===== src/rtl/serv_pin_bus_sequencer_if.sv =====
// Bus bundle between SERV's ibus/dbus, the pin nibble bus and the sequencer.
// master = SERV core + pad side, slave = sequencer.
interface serv_pin_bus_sequencer_if;
  logic [31:0] i_ibus_adr;
  logic        i_ibus_cyc;
  logic [31:0] o_ibus_rdt;
  logic        o_ibus_ack;
  logic [31:0] i_dbus_adr;
  logic [31:0] i_dbus_dat;
  logic [3:0]  i_dbus_sel;
  logic        i_dbus_we;
  logic        i_dbus_cyc;
  logic [31:0] o_dbus_rdt;
  logic        o_dbus_ack;
  logic [3:0]  i_pin_nib;
  logic        i_pin_valid;
  logic [3:0]  o_pin_nib;
  logic        o_pin_valid;
  logic        o_busy;
  logic        o_err;

  modport master (
    output i_ibus_adr, i_ibus_cyc, i_dbus_adr, i_dbus_dat, i_dbus_sel, i_dbus_we,
           i_dbus_cyc, i_pin_nib, i_pin_valid,
    input  o_ibus_rdt, o_ibus_ack, o_dbus_rdt, o_dbus_ack, o_pin_nib, o_pin_valid,
           o_busy, o_err
  );

  modport slave (
    input  i_ibus_adr, i_ibus_cyc, i_dbus_adr, i_dbus_dat, i_dbus_sel, i_dbus_we,
           i_dbus_cyc, i_pin_nib, i_pin_valid,
    output o_ibus_rdt, o_ibus_ack, o_dbus_rdt, o_dbus_ack, o_pin_nib, o_pin_valid,
           o_busy, o_err
  );
endinterface


===== src/rtl/serv_pin_bus_sequencer.sv =====
// Shares the pin nibble bus between SERV ibus and dbus: one granted request at a time,
// header/address/write-data out as nibbles, read data collected back into a word.
module serv_pin_bus_sequencer #(
  parameter int ADDR_NIBS   = 4,
  parameter int ADDR_LSB    = 2,
  parameter int TIMEOUT_CYC = 255
) (
  input  logic                     clk,
  input  logic                     rst,
  serv_pin_bus_sequencer_if.slave  bus
);

  localparam logic [2:0] IDLE = 3'd0;
  localparam logic [2:0] HDR0 = 3'd1;
  localparam logic [2:0] HDR1 = 3'd2;
  localparam logic [2:0] ADR  = 3'd3;
  localparam logic [2:0] WDAT = 3'd4;
  localparam logic [2:0] RDAT = 3'd5;
  localparam logic [2:0] ACK  = 3'd6;

  localparam int KN = (ADDR_NIBS > 8) ? ADDR_NIBS : 8;
  localparam int KW = $clog2(KN);
  localparam int TW = (TIMEOUT_CYC > 1) ? $clog2(TIMEOUT_CYC) : 1;
  localparam logic [KW-1:0] ADR_LAST = KW'(ADDR_NIBS - 1);
  localparam logic [KW-1:0] DAT_LAST = KW'(7);
  localparam logic [TW-1:0] TO_LAST  = TW'((TIMEOUT_CYC > 0) ? TIMEOUT_CYC - 1 : 0);
  localparam bit            TO_EN    = (TIMEOUT_CYC > 0);

  logic [2:0]    state;
  logic [KW-1:0] k;
  logic [TW-1:0] idle_cnt;
  logic          grant_d;
  logic          we_q;
  logic          err_q;
  logic [3:0]    sel_q;
  logic [31:0]   adr_sr;
  logic [31:0]   dat_sr;
  logic [31:0]   rd_sr;
  logic [31:0]   rd_next;
  logic [31:0]   ibus_rdt;
  logic [31:0]   dbus_rdt;
  logic [3:0]    pin_nib;
  logic          pin_valid;

  // read nibbles arrive LSB-first, so shift in from the top
  assign rd_next = {bus.i_pin_nib, rd_sr[31:4]};

  always_ff @(posedge clk or posedge rst) begin
    if (rst) begin
      state    <= IDLE;
      k        <= '0;
      idle_cnt <= '0;
      grant_d  <= 1'b0;
      we_q     <= 1'b0;
      err_q    <= 1'b0;
      sel_q    <= '0;
      adr_sr   <= '0;
      dat_sr   <= '0;
      rd_sr    <= '0;
      ibus_rdt <= '0;
      dbus_rdt <= '0;
    end else begin
      case (state)
        IDLE: if (bus.i_dbus_cyc || bus.i_ibus_cyc) begin
          grant_d  <= bus.i_dbus_cyc;
          we_q     <= bus.i_dbus_cyc & bus.i_dbus_we;
          sel_q    <= bus.i_dbus_cyc ? bus.i_dbus_sel : 4'hF;
          adr_sr   <= (bus.i_dbus_cyc ? bus.i_dbus_adr : bus.i_ibus_adr) >> ADDR_LSB;
          dat_sr   <= bus.i_dbus_dat;
          err_q    <= 1'b0;
          idle_cnt <= '0;
          k        <= '0;
          state    <= HDR0;
        end
        HDR0: state <= HDR1;
        HDR1: state <= ADR;
        ADR: begin
          adr_sr <= adr_sr >> 4;
          if (k == ADR_LAST) begin
            k     <= '0;
            state <= we_q ? WDAT : RDAT;
          end else k <= k + 1'b1;
        end
        WDAT: begin
          dat_sr <= dat_sr >> 4;
          if (k == DAT_LAST) begin
            k     <= '0;
            state <= ACK;
          end else k <= k + 1'b1;
        end
        RDAT: begin
          if (bus.i_pin_valid) begin
            rd_sr    <= rd_next;
            idle_cnt <= '0;
            if (k == DAT_LAST) begin
              k     <= '0;
              state <= ACK;
              if (grant_d) dbus_rdt <= rd_next;
              else         ibus_rdt <= rd_next;
            end else k <= k + 1'b1;
          end else if (TO_EN && idle_cnt == TO_LAST) begin
            // abort: hand back all-ones and flag the error on the ack cycle
            k     <= '0;
            err_q <= 1'b1;
            state <= ACK;
            if (grant_d) dbus_rdt <= '1;
            else         ibus_rdt <= '1;
          end else idle_cnt <= idle_cnt + 1'b1;
        end
        ACK:     state <= IDLE;
        default: state <= IDLE;
      endcase
    end
  end

  always_comb begin
    pin_valid = 1'b0;
    pin_nib   = 4'h0;
    case (state)
      HDR0: begin pin_valid = 1'b1; pin_nib = {we_q, grant_d, 2'b00}; end
      HDR1: begin pin_valid = 1'b1; pin_nib = sel_q;                  end
      ADR:  begin pin_valid = 1'b1; pin_nib = adr_sr[3:0];            end
      WDAT: begin pin_valid = 1'b1; pin_nib = dat_sr[3:0];            end
      default: ;
    endcase
  end

  assign bus.o_pin_valid = pin_valid;
  assign bus.o_pin_nib   = pin_nib;
  assign bus.o_ibus_ack  = (state == ACK) & ~grant_d;
  assign bus.o_dbus_ack  = (state == ACK) &  grant_d;
  assign bus.o_err       = (state == ACK) &  err_q;
  assign bus.o_busy      = (state != IDLE);
  assign bus.o_ibus_rdt  = ibus_rdt;
  assign bus.o_dbus_rdt  = dbus_rdt;

endmodule


===== src/flat_wrapper.sv =====
// flat-port wrapper written by rule: the top's interface ports become plain ports
module serv_pin_bus_sequencer_flat 
#(
  parameter int ADDR_NIBS   = 4,
  parameter int ADDR_LSB    = 2,
  parameter int TIMEOUT_CYC = 255
)
  (clk, rst, bus_i_ibus_adr, bus_i_ibus_cyc, bus_i_dbus_adr, bus_i_dbus_dat, bus_i_dbus_sel, bus_i_dbus_we, bus_i_dbus_cyc, bus_i_pin_nib, bus_i_pin_valid, bus_o_ibus_rdt, bus_o_ibus_ack, bus_o_dbus_rdt, bus_o_dbus_ack, bus_o_pin_nib, bus_o_pin_valid, bus_o_busy, bus_o_err);
  serv_pin_bus_sequencer_if bus_i ();
  input  logic clk;
  input  logic rst;
  input wire logic [$bits(bus_i.i_ibus_adr)-1:0] bus_i_ibus_adr;
  input wire logic [$bits(bus_i.i_ibus_cyc)-1:0] bus_i_ibus_cyc;
  input wire logic [$bits(bus_i.i_dbus_adr)-1:0] bus_i_dbus_adr;
  input wire logic [$bits(bus_i.i_dbus_dat)-1:0] bus_i_dbus_dat;
  input wire logic [$bits(bus_i.i_dbus_sel)-1:0] bus_i_dbus_sel;
  input wire logic [$bits(bus_i.i_dbus_we)-1:0] bus_i_dbus_we;
  input wire logic [$bits(bus_i.i_dbus_cyc)-1:0] bus_i_dbus_cyc;
  input wire logic [$bits(bus_i.i_pin_nib)-1:0] bus_i_pin_nib;
  input wire logic [$bits(bus_i.i_pin_valid)-1:0] bus_i_pin_valid;
  output wire logic [$bits(bus_i.o_ibus_rdt)-1:0] bus_o_ibus_rdt;
  output wire logic [$bits(bus_i.o_ibus_ack)-1:0] bus_o_ibus_ack;
  output wire logic [$bits(bus_i.o_dbus_rdt)-1:0] bus_o_dbus_rdt;
  output wire logic [$bits(bus_i.o_dbus_ack)-1:0] bus_o_dbus_ack;
  output wire logic [$bits(bus_i.o_pin_nib)-1:0] bus_o_pin_nib;
  output wire logic [$bits(bus_i.o_pin_valid)-1:0] bus_o_pin_valid;
  output wire logic [$bits(bus_i.o_busy)-1:0] bus_o_busy;
  output wire logic [$bits(bus_i.o_err)-1:0] bus_o_err;
  assign bus_i.i_ibus_adr = bus_i_ibus_adr;
  assign bus_i.i_ibus_cyc = bus_i_ibus_cyc;
  assign bus_i.i_dbus_adr = bus_i_dbus_adr;
  assign bus_i.i_dbus_dat = bus_i_dbus_dat;
  assign bus_i.i_dbus_sel = bus_i_dbus_sel;
  assign bus_i.i_dbus_we = bus_i_dbus_we;
  assign bus_i.i_dbus_cyc = bus_i_dbus_cyc;
  assign bus_i.i_pin_nib = bus_i_pin_nib;
  assign bus_i.i_pin_valid = bus_i_pin_valid;
  assign bus_o_ibus_rdt = bus_i.o_ibus_rdt;
  assign bus_o_ibus_ack = bus_i.o_ibus_ack;
  assign bus_o_dbus_rdt = bus_i.o_dbus_rdt;
  assign bus_o_dbus_ack = bus_i.o_dbus_ack;
  assign bus_o_pin_nib = bus_i.o_pin_nib;
  assign bus_o_pin_valid = bus_i.o_pin_valid;
  assign bus_o_busy = bus_i.o_busy;
  assign bus_o_err = bus_i.o_err;
  serv_pin_bus_sequencer #(.ADDR_NIBS(ADDR_NIBS), .ADDR_LSB(ADDR_LSB), .TIMEOUT_CYC(TIMEOUT_CYC)) u_core (.clk(clk), .rst(rst), .bus(bus_i));
endmodule

===== config.mk =====
export PLATFORM = sky130hd
export DESIGN_NAME = serv_pin_bus_sequencer_flat
export DESIGN_NICKNAME = d
export VERILOG_FILES = /design/src/rtl/serv_pin_bus_sequencer_if.sv /design/src/rtl/serv_pin_bus_sequencer.sv /design/src/flat_wrapper.sv
export SDC_FILE = /design/constraint.sdc
export NUM_CORES = 1
export LEC_CHECK = 0
export CAP_MARGIN = 20
export CORE_MARGIN = 2
export CORE_UTILIZATION = 40
export DETAILED_ROUTE_END_ITERATION = 10
export PLACE_DENSITY = 0.64
export SKIP_CTS_REPAIR_TIMING = 1
export SKIP_LAST_GASP = 1
export SLEW_MARGIN = 10
export SYNTH_ARGS = -nofsm -noshare
export SYNTH_HDL_FRONTEND = slang
export SYNTH_SLANG_ARGS = --single-unit

===== constraint.sdc =====
create_clock -name clk -period 17.4 [get_ports clk]
set_input_delay 3.48 -clock clk [delete_from_list [all_inputs] [get_ports clk]]
set_output_delay 3.48 -clock clk [all_outputs]
set_load 0.1 [all_outputs]

==> flow_summary.yaml, run 1 <==
pwr:
  powerDensity_nw_per_um2: 134
  leakage_uw: 0.00476
  vdd_ir_drop_max_v: 0.0000826
  finalPower_uw: 1440
floorplan:
  initial_core_util_pct: 40.7
  fp-row-count: 52
  fp.dieW_um: 147
  die_h_um: 147
  die_area_um2: 21700
  core_um2: 20200
  io_pins: 183
routing:
  wl_um: 17700
  antenna_left: 0
  drt_pass1_iterations: 4
  wl_per_cell_um: 15.4
  viasPerCell: 4.99
  drt_iter0_markers: 317
  vias: 5723
  drc: 0
sta:
  worstMarginPinSlew_ns: 1.07
  finalCriticalPeriod_ns: 6.44
  finalHoldViolCount: 0
  drv_slew: 0
  clock_skew_ns: 0.0141
  setup_viol_count_final: 0
  final.setup.tns_ns: 0
  worst_slack_ns: 10.96
  slew_headroom_pct: 28.2
  post-route-period-util_pct: 37.0
  rsz0062_at_grt: "no"
  holdWs_ns: 0.480
  fmax_ghz: 0.155
setup_path:
  r2r-start: "u_core.state[0]"
  critPathMaxStageDelay_ns: 1.21
  crit_chain: "inv_2 -> nor2_1 -> a22oi_1 -> o22ai_1 -> clkdlybuf4s50_1"
  cp_max_fo: 13
  critical_path.slowest_cell: "clkdlybuf4s50_1"
  reg2reg_to: "u_core.bus.o_ibus_rdt[31]"
  r2r_slack_ns: 14.69
  cp.arrival_ns: 2.96
  worstPathRequired_ns: 13.92
  crit_type: "reg2out"
  reg2reg_depth: 5
  crit_path_end_kind: "primary output"
  start_kind: "flop"
cells_and_area:
  antenna-diode-count: 0
  fin_nets: 979
  drive_above_1_share_pct: 9.93
  syn_to_final_growth_pct: 31.1
grt:
  grt_max_degree: 110
  top_usage_layer: "met2"
  grtUsageTotal_pct: 17.2
  grt_use_met1_pct: 24.1
  grt_antenna_before_repair: 0
  first_global_vias: 5792
  overflow: 0
  grt_pass1_wl_um: 30000
  grtUsageMet2_pct: 26.3
  use_met3_pct: 5.37
hold_path:
  min_from: "u_core.adr_sr[10]"
  hold_path_depth: 2
  min_to: "u_core.adr_sr[6]"
  hp-class: "reg2reg"
yosys:
  synth_edf_count: 0
  ys.flop_type: "dfrtp_1"
  ys_seq_area_share_pct: 53.2
  syn-cell-area_um2: 8230
  syn_area_per_cell_um2: 11.6
  syn_nets: 823
  synth_cell_types: 55
  synthArstFlopShare_pct: 100
  yosys_warnings: 0
  yosys_register_bits: 175
  syn_inst: 707
clock_network:
  htreeDepth: 4
  clock_latency_ns: 0.42
  clk_pin_slew_ns: 0.07
  numCtsBuffers: 17
  clock-sinks: 175
  cts-root-buf: "clkbuf_16"
  cts_tree: "yes"
  clock_path_buffers: 2
placed_design:
  routabilityCongestion: 0.736
  io_buffers: 178
  post-place-ws_ns: 11.28
  hpwl_um: 11800
status:
  status: "finished clean"
flow_run:
  drv_cap: 0
flip-flops by register name, indices dropped and copies added, names as in the netlist:
name and flops:
u_core.bus.o_dbus_rdt 32, u_core.bus.o_ibus_rdt 32, u_core.sel_q 4, u_core.grant_d 1
u_core.k 3, u_core.adr_sr 30, u_core.err_q 1, u_core.we_q 1
u_core.idle_cnt 8, u_core.dat_sr 32, u_core.rd_sr 28, u_core.state 3
per-layer routing:
metal / vias up / wire (um) / part of all wire (%)
li1: 2809 / - / -
met1: 2756 / 8280 / 47
met2: 149 / 8120 / 46
met3: 9 / 1140 / 6.4
met4: 0 / 153 / 0.86
met5: - / 0 / 0
placed cells by master, fill, tap and decap left out, types with 8 or more instances in the layout:
cell type,count
nor2_1,39
o31ai_1,30
dfrtp_1,175
mux2_4,30
o21ai_1,33
nand2_1,75
buf_4,8
mux2i_1,36
clkdlybuf4s50_1,177
clkbuf_16,17
mux2_1,62
nor2b_1,29
a21oi_1,12
a211oi_1,31
nand2b_1,31
cells by family (layout without fill, tap and decap cells):
kind of cell | after synthesis | count (layout) | synth area share, %
AO/OA/AOI/OAI | 134 | 134 | 11.0
flip-flops | 175 | 175 | 53.2
adder cells (fa/ha/maj) | 6 | 6 | 0.912
multiplexers | 129 | 129 | 18.5
buffers and inverters | 61 | 230 | 3.97
AND/OR/NAND/NOR | 202 | 202 | 12.4
worst max path at each step:
stage,slack (ns),to,start
global route,10.76,bus_o_pin_nib[2],u_core.state[2]
CTS,10.96,bus_o_pin_nib[2],u_core.state[2]
finish,10.96,bus_o_pin_nib[2],u_core.state[2]
global placement,11.29,u_core.bus.o_ibus_rdt[31],bus_i_pin_valid
detailed placement,11.28,u_core.bus.o_ibus_rdt[31],bus_i_pin_valid
floorplan,9.17,u_core.adr_sr[0],rst
worst max-delay path: cells and delay by family, from the launching register on:
kind | cells | cell delay, ns
buf+inv | 2 | 1.37
flops | 1 | 0.65
compound gates | 2 | 0.28
simple gates | 1 | 0.23
where the power goes:
part / leakage, uW / internal (uW) / switching (uW)
registers: 0.00230 / 508 / 76.1
logic: 0.00216 / 184 / 282
clock network: 0.000297 / 208 / 182
total: 0.00476 / 900 / 540
cell usage after synthesis, types with 3 or more instances:
cell        n  area [um^2]
nor2_1     39          146
mux2_4     30          450
inv_1       8         30.0
buf_4       5         37.5
mux2_1     62          698
o31ai_1    30          225
o22a_1      4         35.0
nand3_1     3         15.0
clkbuf_1   25         93.8
o21ai_1    33          165
or4_1       4         30.0
mux2i_1    36          360
and3_1      4         25.0
nand2_1    76          285
buf_2      12         60.1
nand2b_1   31          194
buf_12      3         60.1
buf_1       4         15.0
a211oi_1   31          233
a22oi_1     3         22.5
a21oi_1    12         60.1
dfrtp_1   175         4380
ha_1        6         75.1
nor2b_1    29          181
or2b_1      3         22.5
o22ai_1     5         31.3
cell type report:
type	instances	area, um^2
Tap cell	270	338
Fill cell	1814	9450
Multi-Input combinational cell	471	3540
Clock buffer	17	425
Timing Repair Buffer	188	1870
Sequential cell	175	4380
Clock inverter	15	186
Inverter	10	42.5
metrics by stage:
step	area (um^2)	util, %	cells
after global routing	10800	53.3	1146
final	10800	53.3	1146
after CTS	10700	53.1	1144
after global placement	10100	50.1	1112
after floorplan	8230	-	707
after detailed placement	10100	50.1	1112
No activity file was read; power rests on OpenSTA's default activity.
==> inputs of run 2 (changes only) <==
--- a/config.mk
+++ b/config.mk
@@ -9,7 +9,7 @@
 export CORE_MARGIN = 2
 export CORE_UTILIZATION = 40
 export DETAILED_ROUTE_END_ITERATION = 10
-export PLACE_DENSITY = 0.64
+export PLACE_DENSITY = 0.66
 export SKIP_CTS_REPAIR_TIMING = 1
 export SKIP_LAST_GASP = 1
 export SLEW_MARGIN = 10
==> constraint.sdc (replaced) <==
create_clock -name clk -period 5.35 [get_ports clk]
set_input_delay 1.07 -clock clk [delete_from_list [all_inputs] [get_ports clk]]
set_output_delay 1.07 -clock clk [all_outputs]
set_load 0.1 [all_outputs]
==> run 2 against run 1 <==
Clock skew is 0.0041 ns lower; count of clock-buffer cells in the layout stayed put; flip-flop and latch count is the same; via count up 0.98%; global-route usage shrank 0.17 points; setup slack worse by 9.9 ns; critical path depth fell by 1; critical endpoint is now bus_o_pin_nib[0].
==> flow_summary.yaml, run 2 (synthesis gave the netlist of run 1 again) <==
floorplan:
  fp.dieW_um: 147
  fp-row-count: 52
  io_pins: 183
  die_h_um: 147
  die_area_um2: 21700
  initial_core_util_pct: 40.7
  core_um2: 20200
clock_network:
  htreeDepth: 4
  clock-sinks: 175
  numCtsBuffers: 17
  cts_tree: "yes"
  clock_latency_ns: 0.43
  cts-root-buf: "clkbuf_16"
  clk_pin_slew_ns: 0.08
  clock_path_buffers: 2
pwr:
  powerDensity_nw_per_um2: 435
  vdd_ir_drop_max_v: 0.000342
  leakage_uw: 0.00474
sta:
  fmax_ghz: 0.235
  worstMarginPinSlew_ns: 1.12
  final.setup.tns_ns: 0
  finalHoldViolCount: 0
  rsz0062_at_grt: "no"
  drv_slew: 0
  slew_headroom_pct: 25.6
  finalCriticalPeriod_ns: 4.25
  post-route-period-util_pct: 79.4
  setup_viol_count_final: 0
  clock_skew_ns: 0.00998
cells_and_area:
  fin_nets: 978
  antenna-diode-count: 0
  drive_above_1_share_pct: 9.83
  syn_to_final_growth_pct: 30.9
  layout_commonest_cell: "clkdlybuf4s50_1"
  final_cell_mix: "clkdlybuf4s50_1 (177), dfrtp_1 (175), nand2_1 (75)"
  fin_area_um2: 10800
placed_design:
  routabilityCongestion: 0.755
  place_area_um2: 10100
  hpwl_um: 11900
  io_buffers: 178
setup_path:
  cp.arrival_ns: 3.18
  r2r_slack_ns: 2.62
  crit_path_end_kind: "primary output"
  crit_type: "reg2out"
  cp_max_fo: 18
  reg2reg_depth: 6
  start_kind: "flop"
  worstPathRequired_ns: 4.28
status:
  status: "finished clean"
routing:
  wl_um: 17700
  drt_pass1_iterations: 4
  vias: 5779
  drc: 0
  antenna_left: 0
  wl_per_cell_um: 15.4
  viasPerCell: 5.05
  drt_iter0_markers: 287
grt:
  overflow: 0
  grt_pass1_wl_um: 29400
  first_global_vias: 5626
  grt_antenna_before_repair: 0
  grt_max_degree: 176
  grtUsageTotal_pct: 17.1
flow_run:
  drv_cap: 0
hold_path:
  hp-class: "reg2reg"
  hold_path_depth: 2
run 2: cell types whose count changed in the layout (fill, tap and decap cells not counted), sizes merged:
cell      change
clkbuf        -1
clkinvlp      +3
clkinv        -2
inv           -1
run 2: cell type report:
cell class | count | area, um^2
clock buffer | 17 | 425
clock inverter | 15 | 186
fill | 1818 | 9470
inverter | 10 | 41.3
multi-input combinational | 471 | 3540
sequential | 175 | 4380
tap | 270 | 338
timing repair buffer | 187 | 1860
run 2: worst paths after layout:
check | start | endpoint
max | u_core.state[0] | bus_o_pin_nib[0]
min | u_core.adr_sr[29] | u_core.adr_sr[25]
max reg2reg | u_core.state[0] | u_core.bus.o_ibus_rdt[30]
min reg2reg | u_core.adr_sr[29] | u_core.adr_sr[25]
max in group asynchronous | rst | u_core.k[1]
min in group asynchronous | rst | u_core.bus.o_ibus_rdt[25]
run 2: worst max-delay path, stage by stage (launching register included):
cell	delay, ns
dfrtp_1	0.65
nor3b_4	0.69
nand2_1	0.11
o21ai_1	0.11
clkdlybuf4s50_1	1.19
run 2: where the power goes:
part | switching [uW] | leakage, uW | internal [uW]
sequential | 245 | 0.00230 | 1650
clock | 597 | 0.000290 | 675
combinational | 916 | 0.00215 | 599
total | 1760 | 0.00474 | 2930
run 2: stage by stage:
step	util [%]	std cells	hold WS, ns	total power, uW	setup WS (ns)
CTS	53.2	1144	0.483	4750	1.04
detailed placement	50.2	1112	0.460	3460	1.53
finish	53.2	1145	0.480	4680	1.10
global route	53.2	1145	0.503	5000	0.925
global placement	50.2	1112	0.457	3420	1.62
floorplan	-	707	0.442	3060	1.32
run 2: per-layer routing:
layer  wire length (um)  vias to the layer above  global-route usage, %  part of all wire, %
li1                   -                     2812                      -                    -
met1               8300                     2793                   23.4                   47
met2               8080                      162                   26.4                   46
met3               1190                       12                   5.93                  6.7
met4                112                        0                   3.61                 0.63
met5                  0                        -                      0                    0
